`src/rtl/memory_if.sv`:
```
// Bus bundle for the single-port word memory: command/address/data in, registered read data out.
interface memory_if #(
    parameter int DATA_WIDTH = 32,
    parameter int ADDR_WIDTH = 6
);
    logic                  memwr;
    logic                  memrd;
    logic [DATA_WIDTH-1:0] data;
    logic [ADDR_WIDTH-1:0] address;
    logic [DATA_WIDTH-1:0] datao;

    modport master (output memwr, memrd, data, address, input datao);
    modport slave  (input memwr, memrd, data, address, output datao);
endinterface

```
`src/rtl/memory.sv`:
```
// Single-port word memory, one-cycle registered read, write-first on simultaneous read/write.
// All words and the read register clear asynchronously while res is low.
module memory #(
    parameter int DATA_WIDTH = 32,
    parameter int ADDR_WIDTH = 6,
    parameter int DEPTH      = 2**ADDR_WIDTH
) (
    input  logic     clk,
    input  logic     res,
    memory_if.slave  bus
);
    logic [DATA_WIDTH-1:0] r_mem [DEPTH];
    logic [DATA_WIDTH-1:0] r_datao;
    logic [DATA_WIDTH-1:0] w_rd_word;

    // Write-first: a same-edge write forwards its data straight to the output.
    assign w_rd_word = bus.memwr ? bus.data : r_mem[bus.address];
    assign bus.datao = r_datao;

    // Storage uses flops rather than a RAM macro so every word can clear on reset.
    always_ff @(posedge clk or negedge res) begin
        if (!res) begin
            for (int i = 0; i < DEPTH; i++) r_mem[i] <= '0;
            r_datao <= '0;
        end else begin
            if (bus.memwr) r_mem[bus.address] <= bus.data;
            if (bus.memrd) r_datao <= w_rd_word;
        end
    end
endmodule

```
`src/flat_wrapper.sv`:
```
// flat-port wrapper written by rule: the top's interface ports become plain ports
module memory_flat 
#(
    parameter int DATA_WIDTH = 32,
    parameter int ADDR_WIDTH = 6,
    parameter int DEPTH      = 2**ADDR_WIDTH
)
  (clk, res, bus_memwr, bus_memrd, bus_data, bus_address, bus_datao);
  memory_if #(.DATA_WIDTH(DATA_WIDTH), .ADDR_WIDTH(ADDR_WIDTH)) bus_i ();
  input  logic clk;
  input  logic res;
  input wire logic [$bits(bus_i.memwr)-1:0] bus_memwr;
  input wire logic [$bits(bus_i.memrd)-1:0] bus_memrd;
  input wire logic [$bits(bus_i.data)-1:0] bus_data;
  input wire logic [$bits(bus_i.address)-1:0] bus_address;
  output wire logic [$bits(bus_i.datao)-1:0] bus_datao;
  assign bus_i.memwr = bus_memwr;
  assign bus_i.memrd = bus_memrd;
  assign bus_i.data = bus_data;
  assign bus_i.address = bus_address;
  assign bus_datao = bus_i.datao;
  memory #(.DATA_WIDTH(DATA_WIDTH), .ADDR_WIDTH(ADDR_WIDTH), .DEPTH(DEPTH)) u_core (.clk(clk), .res(res), .bus(bus_i));
endmodule
```
`config.mk`:
```
export PLATFORM = sky130hd
export DESIGN_NAME = memory_flat
export DESIGN_NICKNAME = d
export VERILOG_FILES = /design/src/rtl/memory_if.sv /design/src/rtl/memory.sv /design/src/flat_wrapper.sv
export SDC_FILE = /design/constraint.sdc
export NUM_CORES = 2
export LEC_CHECK = 0
export BUFFER_PORTS_ARGS = -buffer_cell sky130_fd_sc_hd__buf_4
export CAP_MARGIN = 20
export CORE_ASPECT_RATIO = 0.6
export CORE_MARGIN = 2
export CORE_UTILIZATION = 40
export CTS_BUF_LIST = sky130_fd_sc_hd__clkbuf_8
export CTS_CLUSTER_DIAMETER = 50
export DETAILED_ROUTE_END_ITERATION = 6
export PLACE_DENSITY = 0.51
export SYNTH_ARGS = -nofsm -noshare
export SYNTH_HDL_FRONTEND = slang
export SYNTH_SLANG_ARGS = --single-unit
```
`constraint.sdc`:
```
create_clock -name clk -period 2.45 [get_ports clk]
set_clock_uncertainty 0.1 [all_clocks]
set_input_delay 0.3675 -clock clk [delete_from_list [all_inputs] [get_ports clk]]
set_output_delay 0.3675 -clock clk [all_outputs]
set_load 0.01 [all_outputs]
```
* Word-level counts from Yosys, hierarchy flattened
Index checks and enable logic that the tools add are counted.
Widths: inputs -> output; s select.
** Word-level totals
- Bits in registers :: 2080
- Latch bits :: 0
- Bits in writable memories :: 0
- ROM bits :: 0
- Logic and storage cells :: 76
- Memories :: 0
** Operators by class
- Add/subtract/negate cells :: 0
- $mul :: 0
- Div/mod/pow operators :: 0
- Order comparisons :: 2
- Equality and inequality tests :: 0
- Shifts and indexed selects :: 0
- Multiplexer cells :: 7
- Bitwise gates (word level) :: 1
- Reductions and logical operators :: 1
** Operators by type and width (count)
- $bwmux 2048 :: 1
- $bmux 32 s6 :: 1
- $demux 32 s6 :: 1
- $mux 32 :: 4
- $ge 7x7->1 const B :: 1
- $lt 7x1->1 const B :: 1
- $not 6->7 :: 1
- $logic_and 1x1->1 :: 1

* Logic depth before layout (Yosys ltp)
- Depth after elaboration :: 6
- Depth in mapped cells :: 12
- Mapped depth without buffers :: 6

* Least setup slack after synthesis
OpenSTA, ideal clock, no wires.
- Kind :: input port to flip-flop
- Start :: input bus_address[2]
- End :: register u_core.r_datao[19] (netlist: u_core.bus.datao[19])
- Setup time :: 0.136 ns
- Data arrival time :: 1.980 ns
- Data required time :: 2.214 ns
- Path slack :: 0.234 ns
- Stages on the path :: 10
- Cell sequence :: buf_4 buf_6 buf_2 buf_2 mux2i_1 o22ai_1 a21oi_1 o21ai_0 a2111oi_2 a31oi_1
** Between the ends
- Longest elaborated chain between the ends :: 5
** Ends and longest elaborated chain
- start, declared :: RTL line flat_wrapper.sv:15 : input wire logic [$bits(bus_i.address)-1:0] bus_address;
- $not 6->7 (implied by the code) :: RTL line memory.sv:17 : assign w_rd_word = bus.memwr ? bus.data : r_mem[bus.address];
- $bmux 32 s6 :: RTL line memory.sv:17
- $mux 32 (implied by the code) (2 in series) :: RTL line memory.sv:17
- $mux 32 :: RTL line memory.sv:17
- end signal, assigned :: RTL line memory.sv:27 : if (bus.memrd) r_datao <= w_rd_word;
- end, declared :: RTL line memory.sv:13 : logic [DATA_WIDTH-1:0] r_datao;
Every way passes these cells. The select of a mux whose other input is x is not followed.
A chain may end at the register's enable or synchronous reset.

* Final worst setup path
- Start :: register u_core.r_mem[1752] in the netlist's numbering
- End :: register u_core.r_datao[24] (netlist: u_core.bus.datao[24])
** Between the ends
- Longest elaborated chain between the ends :: 4
** Ends and longest elaborated chain
- start, declared :: RTL line memory.sv:12 : logic [DATA_WIDTH-1:0] r_mem [DEPTH];
- start signal, assigned by index :: RTL line memory.sv:26 : if (bus.memwr) r_mem[bus.address] <= bus.data;
- $bmux 32 s6 :: RTL line memory.sv:17
- $mux 32 (implied by the code) (2 in series) :: RTL line memory.sv:17
- $mux 32 :: RTL line memory.sv:17
Every way passes these cells. The select of a mux whose other input is x is not followed.

==> impl_metrics.env <==
export IMPL_crit_family="compound AO/OA/AOI/OAI gates"
export IMPL_slew_viol_final=0
export IMPL_clk_latency_ps=1010
export IMPL_syn_avg_cell_area_um2=13.7
export IMPL_cp_cell_sequence="mux4_2 > a22o_1 > a211o_1 > nor4_1 > a31oi_1"
export IMPL_arrival_ps=3070
export IMPL_clk_pin_slew_ps=60
export IMPL_grt_first_pass_wirelength_mm=559
export IMPL_num_vias=68100
export IMPL_wirelength_mm=403
export IMPL_async_flop_share_pct=100
export IMPL_synth_edff_count=0
export IMPL_syn_instance_count=6908
export IMPL_ys_warn_count=0
export IMPL_setup_viol_count_final=0
export IMPL_start_kind="flop"
export IMPL_drt_iter0_markers=7857
export IMPL_wl_per_cell_um=36.9
export IMPL_tightest_slew_ps=1000
export IMPL_viasPerCell=6.24
export IMPL_drv_cap=0
export IMPL_drt_first_pass_iters=6
export IMPL_nFillCells=20600
export IMPL_row_count=138
export IMPL_required_ps=3190
export IMPL_crit_type="flop to flop"
export IMPL_cp_max_fo=2
export IMPL_grt_pass1_vias=67800
export IMPL_route_antenna_remaining_nets=0
export IMPL_num_nets_final=7578
export IMPL_total_power_uw=84000
export IMPL_finalCritPeriodShare_pct=95.3
export IMPL_grt_setup_unrepaired="false"
export IMPL_vdd_drop_max_v=0.000485
export IMPL_max_clock_freq_mhz=428
export IMPL_die_w_um=633
export IMPL_start_util_pct=40.2
export IMPL_clock_root_buffer="clkbuf_8"
export IMPL_h_tree_depth=5
export IMPL_seq_area_frac_synth_pct=54.9
export IMPL_synth_fp_nets=6950
export IMPL_dieArea_um2=241000
export IMPL_syn_area_um2=94800
export IMPL_yosysUniqueCellTypes=72
export IMPL_synthFlopType="dfrtp_1"
export IMPL_cts_sinks=2080
export IMPL_remaining_drc_errors=0
export IMPL_slowest_delay_ps=460
export IMPL_min_period_ps=2330
export IMPL_cp_num_buf_inv=0
export IMPL_ys_ff_latch=2080
export IMPL_status="completed"
export IMPL_p_per_area_nw_per_um2=737
export IMPL_dp_cells=10300
export IMPL_hold_viol_final=0
export IMPL_cts_made_buffers=326
export IMPL_cts_tree="done"
export IMPL_min_path_type="input pin to flop"
export IMPL_grt_use_total_pct=33.1
export IMPL_place_gp_congestion=0.892
export IMPL_grt_max_degree=104
export IMPL_relSlewSlack_pct=33.3
export IMPL_cellLeakagePower_uw=0.0534
export IMPL_antenna_found_initial=31
export IMPL_slowest_stage="mux4_2"
export IMPL_stdcell_count=10900
export IMPL_fp_dieH_um=381
export IMPL_grt_ovfl_total=0
export IMPL_area_growth_pct=20.2
export IMPL_crit_path_end_kind="flop"
export IMPL_drive_gt1_share_pct=48.8
export IMPL_io_buffers=73
export IMPL_core_um2=236000
export IMPL_dp_hpwl_mm=265
export IMPL_io_pins=74
export IMPL_cts_buffer_depth=4
worst paths after layout:
path / from / endpoint / slack (ps) / depth (start not counted)
setup / recovery: u_core.r_mem[1752] / u_core.bus.datao[24] / 120 / 5
hold / removal: bus_address[5] / u_core.r_mem[1999] / 150 / 6
setup reg to reg: u_core.r_mem[1752] / u_core.bus.datao[24] / 120 / 5
hold reg to reg: u_core.r_mem[719] / u_core.r_mem[719] / 380 / 2
max in group asynchronous: res / u_core.r_mem[859] / 710 / 3
min in group asynchronous: res / u_core.r_mem[493] / 240 / 3
tightest hold or removal path, cell delays in order:
cell,delay (ps)
buf_4,130
buf_4,190
nor3_4,60
buf_4,190
nand2_4,160
o21ai_0,90
layout by cell type, fill, tap and decap left out, types with 36 or more instances in the layout:
cell,instances
mux2_2,2093
dfrtp_1,2080
buf_4,667
clkbuf_8,424
buf_12,321
o21ai_0,248
a221oi_1,244
nand2_1,218
mux2i_1,183
a22oi_1,171
mux4_2,136
a21oi_1,130
nor2_1,107
inv_1,103
o22ai_1,79
dlygate4sd3_1,37
a221o_1,36
where the power goes:
group	total, uW	switching, uW	internal, uW	leakage [uW]
Clock	30100	14500	15600	0.00366
Sequential	41400	2470	38900	0.0276
Combinational	12600	6150	6400	0.0222
layer usage:
metal / global-route usage, % / up-vias / share of wire [%]
li1: - / 26900 / -
met4: 9.67 / 10 / 3.2
met2: 45.8 / 3457 / 41
met1: 50.9 / 37000 / 47
met3: 7.99 / 676 / 9.3
met5: 0 / - / 0.016
synthesized netlist by cell type (79+ instances only):
cell	number	area, um^2
a21oi_1	130	651
a221oi_1	245	2150
a22oi_1	171	1280
buf_2	258	1290
buf_4	91	683
clkbuf_1	327	1230
dfrtp_1	2080	52000
mux2_2	2093	23600
mux2i_1	183	1830
mux4_2	136	3060
nand2_1	243	912
nor2_1	141	529
o21ai_0	248	1240
o22ai_1	79	494
flip-flops by register name (all words and copies together) (netlist names):
signal and cells:
u_core.r_mem 2048, u_core.bus.datao 32
final cells by class:
cell class | count | area (um^2) | area share, %
flip-flops and latches | 2080 | 52000 | 45.7
multi-input cells | 4091 | 39700 | 34.8
repair buffers | 1029 | 11900 | 10.4
clock buffers | 424 | 5840 | 5.12
well taps | 3150 | 3940 | 3.46
clock inverters | 120 | 548 | 0.481
inverters | 8 | 42.5 | 0.0373
diodes | 6 | 15.0 | 0.0132
stage by stage:
stage	setup WS, ps	cell area, um^2	setup TNS, ps	hold slack (ps)	util, %
final	115	114000	0	155	48.4
after global routing	26.0	114000	0	150	48.4
after CTS	53.3	114000	0	110	48.4
after detailed placement	-589	107000	-111830	279	45.5
after global placement	-537	107000	-107390	276	45.5
after floorplan	234	94800	0	-28.1	-
timing repair:
| action | CTS | global route |
|---|---|---|
| resized for setup | 0 | 1 |
| hold buffers | 37 | 0 |
| setup endpoints to repair | 0 | 1 |
| setup buffers | 0 | 0 |
| hold endpoints to repair | 3536 | 0 |
cell families (layout without fill, tap and decap cells):
kind of cell,after synthesis,in the layout,share of synthesized area (%)
AO/OA/AOI/OAI,1133,1133,8.52
buffers and inverters,737,1581,3.84
flip-flops,2080,2080,54.9
multiplexers,2429,2429,30.2
other,0,6,0
AND/OR/NAND/NOR,529,529,2.55
Power figures use the tool's default switching activity.
